**src/rtl/id_ex_reg.sv**
```systemverilog
// ID/EX pipeline register: carries decoded control and operands from ID into EX.
// Latency: exactly one cycle; every output comes straight from a flop.
// Backpressure: stall holds all state, flush loads a bubble, and flush overrides stall.
//
// Ports:
//   clk, r                   clock, synchronous active-high reset
//   stall, flush             hazard-unit hold and redirect bubble
//   id_*                     ID-stage valid, control, datapath and index fields
//   ex_*                     registered EX-stage copies of the id_* fields
//   bubble_cnt               number of bubbles that entered EX, saturating
//
// Build option: define ID_EX_BUBBLE_CNT_EN to implement the bubble counter.
// When it is undefined, bubble_cnt is tied to zero and has no flops behind it.
module id_ex_reg #(
  parameter int XLEN = 32
) (
  input  logic            clk,
  input  logic            r,
  input  logic            stall,
  input  logic            flush,
  input  logic            id_valid,
  input  logic            id_mem_read,
  input  logic            id_mem_2_reg,
  input  logic            id_mem_write,
  input  logic            id_alu_src,
  input  logic            id_reg_write,
  input  logic            id_branch,
  input  logic [XLEN-1:0] id_pc,
  input  logic [XLEN-1:0] id_rs1_data,
  input  logic [XLEN-1:0] id_rs2_data,
  input  logic [XLEN-1:0] id_imm,
  input  logic [4:0]      id_rs1,
  input  logic [4:0]      id_rs2,
  input  logic [4:0]      id_rd,
  input  logic [2:0]      id_funct3,
  input  logic            id_funct7_5,
  output logic            ex_valid,
  output logic            ex_mem_read,
  output logic            ex_mem_2_reg,
  output logic            ex_mem_write,
  output logic            ex_alu_src,
  output logic            ex_reg_write,
  output logic            ex_branch,
  output logic [XLEN-1:0] ex_pc,
  output logic [XLEN-1:0] ex_rs1_data,
  output logic [XLEN-1:0] ex_rs2_data,
  output logic [XLEN-1:0] ex_imm,
  output logic [4:0]      ex_rs1,
  output logic [4:0]      ex_rs2,
  output logic [4:0]      ex_rd,
  output logic [2:0]      ex_funct3,
  output logic            ex_funct7_5,
  output logic [31:0]     bubble_cnt
);

  // Whole EX-stage payload kept as one packed record so reset and flush
  // can clear it in a single assignment.
  typedef struct packed {
    logic            valid;
    logic            mem_read;
    logic            mem_2_reg;
    logic            mem_write;
    logic            alu_src;
    logic            reg_write;
    logic            branch;
    logic [XLEN-1:0] pc;
    logic [XLEN-1:0] rs1_data;
    logic [XLEN-1:0] rs2_data;
    logic [XLEN-1:0] imm;
    logic [4:0]      rs1;
    logic [4:0]      rs2;
    logic [4:0]      rd;
    logic [2:0]      funct3;
    logic            funct7_5;
  } ex_t;

  ex_t ex_q;
  ex_t ex_d;
  ex_t id_load;

  // Value captured on a normal load. Control is gated by id_valid so an empty
  // ID slot cannot write memory or registers, and writes to x0 are dropped here
  // so later stages never need to check rd.
  always_comb begin
    id_load           = '0;
    id_load.valid     = id_valid;
    id_load.mem_read  = id_valid & id_mem_read;
    id_load.mem_2_reg = id_valid & id_mem_2_reg;
    id_load.mem_write = id_valid & id_mem_write;
    id_load.alu_src   = id_valid & id_alu_src;
    id_load.reg_write = id_valid & id_reg_write & (id_rd != 5'd0);
    id_load.branch    = id_valid & id_branch;
    id_load.pc        = id_pc;
    id_load.rs1_data  = id_rs1_data;
    id_load.rs2_data  = id_rs2_data;
    id_load.imm       = id_imm;
    id_load.rs1       = id_rs1;
    id_load.rs2       = id_rs2;
    id_load.rd        = id_rd;
    id_load.funct3    = id_funct3;
    id_load.funct7_5  = id_funct7_5;
  end

  // Flush wins over stall: a redirect must squash EX even while ID is held.
  always_comb begin
    ex_d = ex_q;
    if (flush) begin
      ex_d = '0;
    end else if (!stall) begin
      ex_d = id_load;
    end
  end

  always_ff @(posedge clk) begin
    if (r) begin
      ex_q <= '0;
    end else begin
      ex_q <= ex_d;
    end
  end

  assign ex_valid     = ex_q.valid;
  assign ex_mem_read  = ex_q.mem_read;
  assign ex_mem_2_reg = ex_q.mem_2_reg;
  assign ex_mem_write = ex_q.mem_write;
  assign ex_alu_src   = ex_q.alu_src;
  assign ex_reg_write = ex_q.reg_write;
  assign ex_branch    = ex_q.branch;
  assign ex_pc        = ex_q.pc;
  assign ex_rs1_data  = ex_q.rs1_data;
  assign ex_rs2_data  = ex_q.rs2_data;
  assign ex_imm       = ex_q.imm;
  assign ex_rs1       = ex_q.rs1;
  assign ex_rs2       = ex_q.rs2;
  assign ex_rd        = ex_q.rd;
  assign ex_funct3    = ex_q.funct3;
  assign ex_funct7_5  = ex_q.funct7_5;

`ifdef ID_EX_BUBBLE_CNT_EN
  logic        bubble;
  logic [31:0] bubble_cnt_q;
  logic [31:0] bubble_cnt_d;

  // A bubble enters EX on a flush, or on a load of an empty ID slot.
  // A stalled edge moves nothing into EX, so it is never counted.
  assign bubble = flush | (~stall & ~id_valid);

  // Saturate rather than wrap so a long-running count never reads as small.
  always_comb begin
    bubble_cnt_d = bubble_cnt_q;
    if (bubble && (bubble_cnt_q != 32'hFFFF_FFFF)) begin
      bubble_cnt_d = bubble_cnt_q + 32'd1;
    end
  end

  always_ff @(posedge clk) begin
    if (r) begin
      bubble_cnt_q <= 32'd0;
    end else begin
      bubble_cnt_q <= bubble_cnt_d;
    end
  end

  assign bubble_cnt = bubble_cnt_q;
`else
  assign bubble_cnt = 32'd0;
`endif

endmodule

```
**config.mk**
```make
export PLATFORM = sky130hd
export DESIGN_NAME = id_ex_reg
export DESIGN_NICKNAME = d
export VERILOG_FILES = /design/src/rtl/id_ex_reg.sv
export SDC_FILE = /design/constraint.sdc
export NUM_CORES = 1
export LEC_CHECK = 0
export ABC_AREA = 1
export BUFFER_PORTS_ARGS = -buffer_cell sky130_fd_sc_hd__buf_2
export CAP_MARGIN = 20
export CELL_PAD_IN_SITES_DETAIL_PLACEMENT = 0
export CELL_PAD_IN_SITES_GLOBAL_PLACEMENT = 1
export CORE_ASPECT_RATIO = 0.75
export CORE_MARGIN = 2
export CORE_UTILIZATION = 32
export CTS_BUF_LIST = sky130_fd_sc_hd__clkbuf_16
export DETAILED_ROUTE_END_ITERATION = 7
export GPL_TIMING_DRIVEN = 0
export PLACE_DENSITY_LB_ADDON = 0.1
export SLEW_MARGIN = 40
export SYNTH_ARGS = -nofsm -noshare
export SYNTH_HDL_FRONTEND = slang
export SYNTH_SLANG_ARGS = --single-unit
```
**constraint.sdc**
```tcl
create_clock -name clk -period 1.3 [get_ports clk]
set_input_delay 0.065 -clock clk [delete_from_list [all_inputs] [get_ports clk]]
set_output_delay 0.065 -clock clk [all_outputs]
set_load 0.03 [all_outputs]
```
Word level (Yosys, flattened, before mapping)
Index checks and enable logic that the tools add are counted.

cells by class
  reductions and logical operators = 2
  bitwise operators = 7

operator list
  kind               number
  $and 1x1->1        7
  $reduce_bool 5->1  1
  $reduce_or 2->1    1

word-level totals
  register bits after elaboration = 154
  input port bits = 158
  output and inout bits = 186

Depth between registers and ports, before layout
Gate-level depths: netlist (run 1).

  depth in word-level cells = 2
  depth in mapped cells = 6
  depth with buffers taken out = 5

Worst setup path before layout (run 1)
OpenSTA, ideal clock, no wires.

  path type = input-to-reg
  start point = input port flush
  end point = register ex_q, in the netlist ex_pc[0]
  data arrival time = 0.775 ns
  library setup time = 0.066 ns
  setup slack = 0.459 ns
  stages = 5
  path through = or2_1 buf_6 buf_6 buf_6 a21oi_2

between the ends
  word-level cells in the longest chain between the ends = 1

RTL lines
  what                       RTL line  RTL
  start: declaration         20        input logic flush,
  $reduce_or 2->1 (no line)  n/a
  end signal: assignment     116       ex_q <= '0;
  end signal: assignment     118       ex_q <= ex_d;
  end: declaration           77        ex_t ex_q;

Every way passes these cells.
A chain may end at the register's enable or synchronous reset.

Worst setup path after layout (run 1)
  start point = register ex_q, in the netlist ex_pc[20]
  end point = output port ex_pc[20]

RTL lines
  what              RTL line  RTL
  end: declaration  44        output logic [XLEN-1:0] ex_pc,

No word-level cell between the ends.

==> impl_summary.txt, run 1 <==
----------------------------------------------------
[Status]
  Run status ... finished clean

[Job]
  Max cap viols ... 0

[Die]
  Chip height ... ~120 µm
  # IOs ... about 340
  Count of standard-cell rows ... 42
  Starting Density ... between 30 and 40%
  Core Footprint ... 17,710 µm²
  Horiz. Die Dim ... 159.7 µm
  Full die area ... 19,300 µm²

[Final layout]
  Number of nets in the layout ... around 1,400
  Final core utilization ... between 50% and 60%
  Multi-input gate area in the final layout ... 2293 µm²
  Share of post-route cells with drive strength above 1 ... 37.47%
  Synth-to-layout area growth ... 70.38%
  Antenna fix cells ... 0
  Fillers ... approximately 1,700
  Sequential cell area in the final layout ... about 3100 µm²

[Route]
  Wirelength, routed ... between 20 and 25 mm
  Mean number of vias per cell ... roughly 4.3
  Detailed-routing iteration count for the pre-antenna-repair pass ... 4
  Total DRC errors in the routed layout ... 0
  Highest layer used for signal routing ... met4
  Post-route ant nets ... 0
  Met2 layer wire length in the routed design ... slightly below 10 mm
  Length of routed wiring on met1 ... between 8 and 9 mm
  Routed len/inst ... 13.71 µm
  Via Count ... between 6,000 and 7,000
  Number of DRC markers after the initial detailed-route iteration ... roughly 280
  Detailed route wirelength on metal3 ... approximately 1.5 mm

[Clock tree]
  TritonCTS clock tree ... done
  Skew-Pair Late Insertion Delay ... between 0.4 and 0.5 ns
  Post-cts resize count ... 0
  Number of buffers created by CTS ... 17
  Post-CTS clock slew at the launch and capture registers of the worst setup and hold paths ... around 0.060 ns
  Clk buf depth ... 2
  Cell at the root of the clock tree ... sky130_fd_sc_hd__clkbuf_16
  Number of setup buffers added after CTS ... 0
  Count of clock tree sinks ... 154
  Number of levels the H-tree was split into ... 4
  # hold bufs at CTS ... 154

[Yosys]
  Count of mapped cells out of synthesis ... roughly 710
  Post-synth top area share ... a little over half
  Summed instance area of the synthesized netlist ... about 5800 µm²
  Area leader, netlist ... sky130_fd_sc_hd__dfxtp_1
  Register bit total from synthesis ... approximately 150
  Average cell area after synthesis ... 8.233 µm²
  Yosys warning total ... 0
  Distinct cell type count after synthesis ... 15
  Main area contributors after synthesis ... sky130_fd_sc_hd__dfxtp_1 (53%), sky130_fd_sc_hd__nand2_1 (20%), sky130_fd_sc_hd__a21oi_2 (9.0%)
  Share of synthesized area occupied by flip-flops and latches ... between 50% and 60%

[STA]
  Hold violation total from the final report ... 0
  Minimum period implied by the final worst setup slack ... between 1 and 1.5 ns
  Final setup fails ... 0
  RSZ-0062 raised after global routing ... no
  Final-layout setup total negative slack ... 0 ns
  F_max ... roughly 0.96 GHz
  Max-slew violation count ... 0
  Fin Clk Skew ... 0 ns
  Final clock period utilization by the worst path ... 80.46%

[Hold path]
  Hold Path Stages ... 4
  Kind of path behind the tightest hold check ... in2reg

[GRT]
  Number of antenna violations at the first check in global routing ... 0
  Global-route wire length before repair ... ~31 mm
  Vias in the first global route ... 6,072
  Global-route usage over all layers ... 20.53%
  Total gr overflow ... 0
  Pin count of the biggest net entering global routing ... 17

[Placed design]
  Final HPWL from detailed placement ... about 14 mm
  Total of buffers placed on input and output ports ... 310
  Final weighted congestion in routability-driven placement ... around 0.77

[Worst setup path]
  Kind of critical path ... reg2out
  Critical path buffers and inverters ... 1
  Number of logic stages on the critical path including buffering ... 1
  CP max stage delay ... approximately 0.35 ns
  Slowest stage cell on the critical path ... sky130_fd_sc_hd__dfxtp_1
  Worst setup SP type ... flip-flop
  Data arrival, critical path ... roughly 0.98 ns
  CP max FO ... 2
  Critical Path End Type ... primary output
  CP cell instances ... buf_2
  Number of cell instances on the worst register-to-register path ... 2
  Required time at the endpoint of the critical path ... approximately 1.2 ns
  Top Family by Delay on Critical Path ... flip-flops

[Power]
  Max IR drop VDD ... between 0.6 and 0.7 mV
  Total power divided by cell area ... roughly 1200 nW/µm²
  Static Leakage ... between 4 and 5 nW

----------------------------------------------------
## stage by stage
step                      cell area [µm²]  instances  power [W]  hold WS (ns)  setup slack (ns)
final                                9917       1475    0.01180        0.1736            0.2541
after global routing                 9917       1475    0.01228        0.1780            0.1966
after CTS                            9917       1475    0.01193        0.1664            0.2306
after detailed placement             7791       1290   0.006552        0.3187            0.1463
after global placement               7791       1290   0.006552        0.3146            0.1620
after floorplan                      5937        738   0.006010        0.2078            0.4587
## area by class of cell
cell class | instances | share of cell area, %
plain buffers | 82 | 5.488
clock buffers | 17 | 4.290
inverters | 4 | 0.1640
well taps | 242 | 3.053
clock inverters | 14 | 1.602
flip-flops and latches | 154 | 31.09
multi-input cells | 498 | 23.13
repair buffers | 464 | 31.19
## power by group
part | switching, W | total (W) | internal (W) | leakage [nW]
Combinational | 0.00106 | 0.00188 | 0.000826 | 3.14
Sequential | 0.0000683 | 0.00494 | 0.00487 | 1.25
Clock | 0.00199 | 0.00498 | 0.00299 | 0.285
Total | 0.00312 | 0.0118 | 0.00868 | 4.68
## cell usage after synthesis, drive strengths merged
| master | instances |
|---|---|
| clkbuf | 19 |
| or2 | 1 |
| nand3 | 1 |
| dfxtp | 154 |
| nand2 | 306 |
| a21oi | 153 |
| buf | 63 |
| nor2 | 4 |
| a211oi | 1 |
| inv | 3 |
| conb | 1 |
| clkinv | 1 |
## worst paths after layout
path	slack, ns	end	start
worst min-delay path	0.17	ex_funct3[2]$_SDFFE_PP0N_	stall
worst max-delay path	0.25	ex_pc[20]	ex_pc[20]$_SDFFE_PP0N_
worst min register to register	0.45	ex_pc[22]$_SDFFE_PP0N_	ex_pc[22]$_SDFFE_PP0N_
worst max register to register	0.67	ex_rd[3]$_SDFFE_PP0N_	ex_rd[3]$_SDFFE_PP0N_
## placed cells by master, fill, tap and decap left out
cell type	instances
sky130_fd_sc_hd__a211oi_1	1
sky130_fd_sc_hd__a21oi_1	93
sky130_fd_sc_hd__a21oi_2	60
sky130_fd_sc_hd__buf_2	322
sky130_fd_sc_hd__buf_4	43
sky130_fd_sc_hd__buf_6	8
sky130_fd_sc_hd__bufinv_16	3
sky130_fd_sc_hd__clkbuf_1	19
sky130_fd_sc_hd__clkbuf_16	17
sky130_fd_sc_hd__clkinv_2	3
sky130_fd_sc_hd__clkinv_4	1
sky130_fd_sc_hd__clkinvlp_4	4
sky130_fd_sc_hd__conb_1	32
sky130_fd_sc_hd__dfxtp_1	154
sky130_fd_sc_hd__dlygate4sd3_1	154
sky130_fd_sc_hd__inv_1	6
sky130_fd_sc_hd__inv_6	1
sky130_fd_sc_hd__nand2_1	306
sky130_fd_sc_hd__nand3_1	1
sky130_fd_sc_hd__nor2_1	4
sky130_fd_sc_hd__or2_1	1
## layer usage
metal  vias to the layer above  track usage [%]
met3                        21            7.616
met5                         -                0
met2                       214            34.82
li1                       3218                -
met1                      2830            24.17
met4                         0            6.591
## cell families after synthesis
logic type	after synthesis	synth area share, %
compound gates	154	17.15
buf+inv	86	9.630
flops	154	52.97
other cells	1	0.06443
simple gates	312	20.18
No activity file was read; power rests on OpenSTA's default activity.
==> run 2: changes to the inputs <==
--- a/config.mk
+++ b/config.mk
@@ -12,7 +12,7 @@
 export CELL_PAD_IN_SITES_GLOBAL_PLACEMENT = 1
 export CORE_ASPECT_RATIO = 0.75
 export CORE_MARGIN = 2
-export CORE_UTILIZATION = 32
+export CORE_UTILIZATION = 30
 export CTS_BUF_LIST = sky130_fd_sc_hd__clkbuf_16
 export DETAILED_ROUTE_END_ITERATION = 7
 export GPL_TIMING_DRIVEN = 0
==> constraint.sdc (replaced) <==
create_clock -name clk -period 1.05 [get_ports clk]
set_input_delay 0.0525 -clock clk [delete_from_list [all_inputs] [get_ports clk]]
set_output_delay 0.0525 -clock clk [all_outputs]
set_load 0.03 [all_outputs]
==> impl_summary.txt, run 2 (same netlist as run 1, synthesis figures left out) <==
----------------------------------------------------
[Status]
  Run status ... finished clean

[Route]
  Wirelength, routed ... 20.51 mm (+1.4%)
  Mean number of vias per cell ... 4.178 (-1.9%)
  Post-route ant nets ... 0 (unchanged)
  Detailed-routing iteration count for the pre-antenna-repair pass ... 4 (unchanged)
  Routed len/inst ... 13.80 µm (+0.62%)
  Via Count ... 6,209 (-1.2%)
  Total DRC errors in the routed layout ... 0 (unchanged)
  Number of DRC markers after the initial detailed-route iteration ... 298 (+6.0%)

[Power]
  Max IR drop VDD ... 1.000 mV (+60%)
  Static Leakage ... 4.657 nW (-0.46%)
  Total Power Consumption ... 0.01441 W (+22%)
  Clock network fraction of design power ... 41.1% (-1.1 points)
  Power share of the sequential group ... 42.4% (+0.6 points)
  Total power divided by cell area ... 1429 nW/µm² (+20%)
  Switching power ... 0.003865 W (+24%)
  Sw Share ... 26.82% (+0.40 points)
  Part of the power in combinational logic ... 16.5% (+0.5 points)
  Cell Int Power ... 0.01055 W (+21%)

[Worst setup path]
  Critical path buffers and inverters ... 1 (unchanged)
  CP max FO ... 2 (unchanged)
  Worst setup SP type ... flip-flop
  Slowest stage cell on the critical path ... sky130_fd_sc_hd__dfxtp_1
  Worst reg-to-reg setup slack ... 0.41 ns (-0.26 ns)
  Critical Path End Type ... primary output
  Required time at the endpoint of the critical path ... 1.00 ns (-0.24 ns)
  Crit Reg-Reg Startpoint ... ex_imm[18]$_SDFFE_PP0N_
  Worst flop-to-flop path endpoint ... ex_imm[18]$_SDFFE_PP0N_
  Data arrival, critical path ... 0.96 ns (-0.02 ns)
  CP cell instances ... buf_2
  Top Family by Delay on Critical Path ... flip-flops
  Number of cell instances on the worst register-to-register path ... 2 (unchanged)
  Kind of critical path ... reg2out
  CP max stage delay ... 0.33 ns (-0.02 ns)

[Final layout]
  Synth-to-layout area growth ... 73.30%
  Number of nets in the layout ... 1,379 (unchanged)
  Finished Cell Area ... 10,090 µm² (+1.7%)
  Antenna fix cells ... 0 (unchanged)
  Final core utilization ... 52.50% (-3.5 points)
  Commonest non-fill, non-tap cells in the layout ... sky130_fd_sc_hd__nand2_1 (306), sky130_fd_sc_hd__buf_2 (250), sky130_fd_sc_hd__dfxtp_1 (154), sky130_fd_sc_hd__dlygate4sd3_1 (154), sky130_fd_sc_hd__a21oi_1 (93)
  Most common library cell in the layout ignoring fill and taps ... sky130_fd_sc_hd__nand2_1
  Final instance count without filler cells ... 1,486 (+0.75%)
  Share of post-route cells with drive strength above 1 ... 37.47% (unchanged)

[Die]
  Starting Density ... 30.29% (-2.6 points)
  Chip height ... 124.6 µm (+3.2%)
  # IOs ... 344 (unchanged)
  Core Footprint ... 19,210 µm² (+8.5%)
  Horiz. Die Dim ... 164.8 µm (+3.2%)
  Count of standard-cell rows ... 44 (+4.8%)
  Full die area ... 20,540 µm² (+6.5%)

[Hold path]
  Hold path endpoint ... ex_valid$_SDFFE_PP0N_
  Kind of path behind the tightest hold check ... in2reg
  Hold path start ... stall
  Hold Path Stages ... 4 (unchanged)

[STA]
  Minimum period implied by the final worst setup slack ... approximately 1.0 ns
  F_max ... 0.9871 GHz
  Hold violation total from the final report ... 0 (unchanged)
  Final worst setup slack ... 0.03698 ns (-0.2171 ns)
  Max-slew violation count ... 0 (unchanged)
  Final setup fails ... 0 (unchanged)
  Fin Clk Skew ... 0 ns (unchanged)
  Final clock period utilization by the worst path ... 96.48%

[Clock tree]
  Number of setup buffers added after CTS ... 0 (unchanged)
  TritonCTS clock tree ... done
  Clk buf depth ... 2 (unchanged)
  Cell at the root of the clock tree ... sky130_fd_sc_hd__clkbuf_16
  Skew-Pair Late Insertion Delay ... 0.41 ns (about the same)
  Number of buffers created by CTS ... 17 (unchanged)
  Post-CTS clock slew at the launch and capture registers of the worst setup and hold paths ... 0.06 ns (about the same)
  Count of clock tree sinks ... 154 (unchanged)
  Number of levels the H-tree was split into ... 4 (unchanged)

[GRT]
  Global-route wire length before repair ... 31.27 mm (-0.31%)
  Vias in the first global route ... 5,999 (-1.2%)
  Pin count of the biggest net entering global routing ... 17 (unchanged)
  Total gr overflow ... 0 (unchanged)
  Number of antenna violations at the first check in global routing ... 0 (unchanged)
  Global-route usage over all layers ... 19.45% (-1.1 points)

[Placed design]
  DP Worst Slack ... -0.07940 ns (-0.2257 ns)
  Final HPWL from detailed placement ... 14.38 mm (+1.9%)
  Final weighted congestion in routability-driven placement ... 0.7514 (-2.1%)
  Total of buffers placed on input and output ports ... 310 (unchanged)
  Number of cells after detailed placement ... 1,301 (+0.85%)
  Area of placed instances ... 7805 µm² (+0.18%)

[Job]
  Max cap viols ... 0 (unchanged)

----------------------------------------------------
run 2: changes by cell type in the layout (fill, tap and decap cells not counted):
cell,before,now
sky130_fd_sc_hd__buf_2,322,250
sky130_fd_sc_hd__clkbuf_4,0,37
sky130_fd_sc_hd__buf_4,43,77
sky130_fd_sc_hd__clkinvlp_4,4,0
sky130_fd_sc_hd__clkinv_2,3,6
sky130_fd_sc_hd__clkinv_1,0,2
sky130_fd_sc_hd__clkinv_4,1,3
sky130_fd_sc_hd__inv_1,6,4
sky130_fd_sc_hd__buf_6,8,9
sky130_fd_sc_hd__bufinv_16,3,2
run 2: cell type report:
type | instances | area [µm²]
Clock buffer | 17 | 425.4
Buffer | 82 | 544.3
Timing Repair Buffer | 464 | 3277
Multi-Input combinational cell | 498 | 2293
Fill cell | 1871 | 9126
Sequential cell | 154 | 3083
Inverter | 4 | 16.27
Clock inverter | 14 | 131.4
Tap cell | 253 | 316.6
run 2: worst max-delay path by stage:
| stage | from | endpoint | slack, ns | cells past startpoint |
|---|---|---|---|---|
| 6_report | ex_pc[30]$_SDFFE_PP0N_ | ex_pc[30] | 0.04 | 1 |
| 5_1_grt | ex_rs1_data[19]$_SDFFE_PP0N_ | ex_rs1_data[19] | -0.01 | 1 |
| 4_1_cts | ex_imm[19]$_SDFFE_PP0N_ | ex_imm[19] | 0.0006 | 1 |
| 3_5_place_dp | stall | ex_rs1_data[6]$_SDFFE_PP0N_ | -0.08 | 6 |
| 3_3_place_gp | stall | ex_rs1_data[7]$_SDFFE_PP0N_ | -0.07 | 6 |
| 2_1_floorplan | flush | ex_pc[0]$_SDFFE_PP0N_ | 0.22 | 5 |
run 2: stage by stage:
stage               hold slack, ns  setup TNS [ns]
floorplan                   0.1953               0
detailed placement          0.3069          -2.081
CTS                         0.1292               0
finish                      0.1343               0
global route                0.1828        -0.01948
global placement            0.3035          -1.543
run 2: timing repair:
| item | in CTS | in global routing |
|---|---|---|
| pin swaps | 0 | 0 |
| hold buffers | 154 | 0 |
| endpoints found under the setup margin | 5 | 67 |
| endpoints found under the hold margin | 154 | 0 |
| gates resized for setup | 5 | 98 |
run 2: layer usage:
layer  global-route usage [%]  wire, µm  vias up
li1                         -         -     3225
met1                    24.07      9049     2747
met2                    31.38      9372      214
met3                    7.626      1716       23
met4                    5.320       367        0
met5                        0         0        -
run 2: power groups by stage:
stage	clock network [W]	logic (W)	registers, W
after floorplan	0	0.000837	0.00660
after detailed placement	0	0.00188	0.00624
after global placement	0	0.00188	0.00624
after CTS	0.00608	0.00235	0.00611
after global routing	0.00637	0.00257	0.00613
final	0.00592	0.00238	0.00612
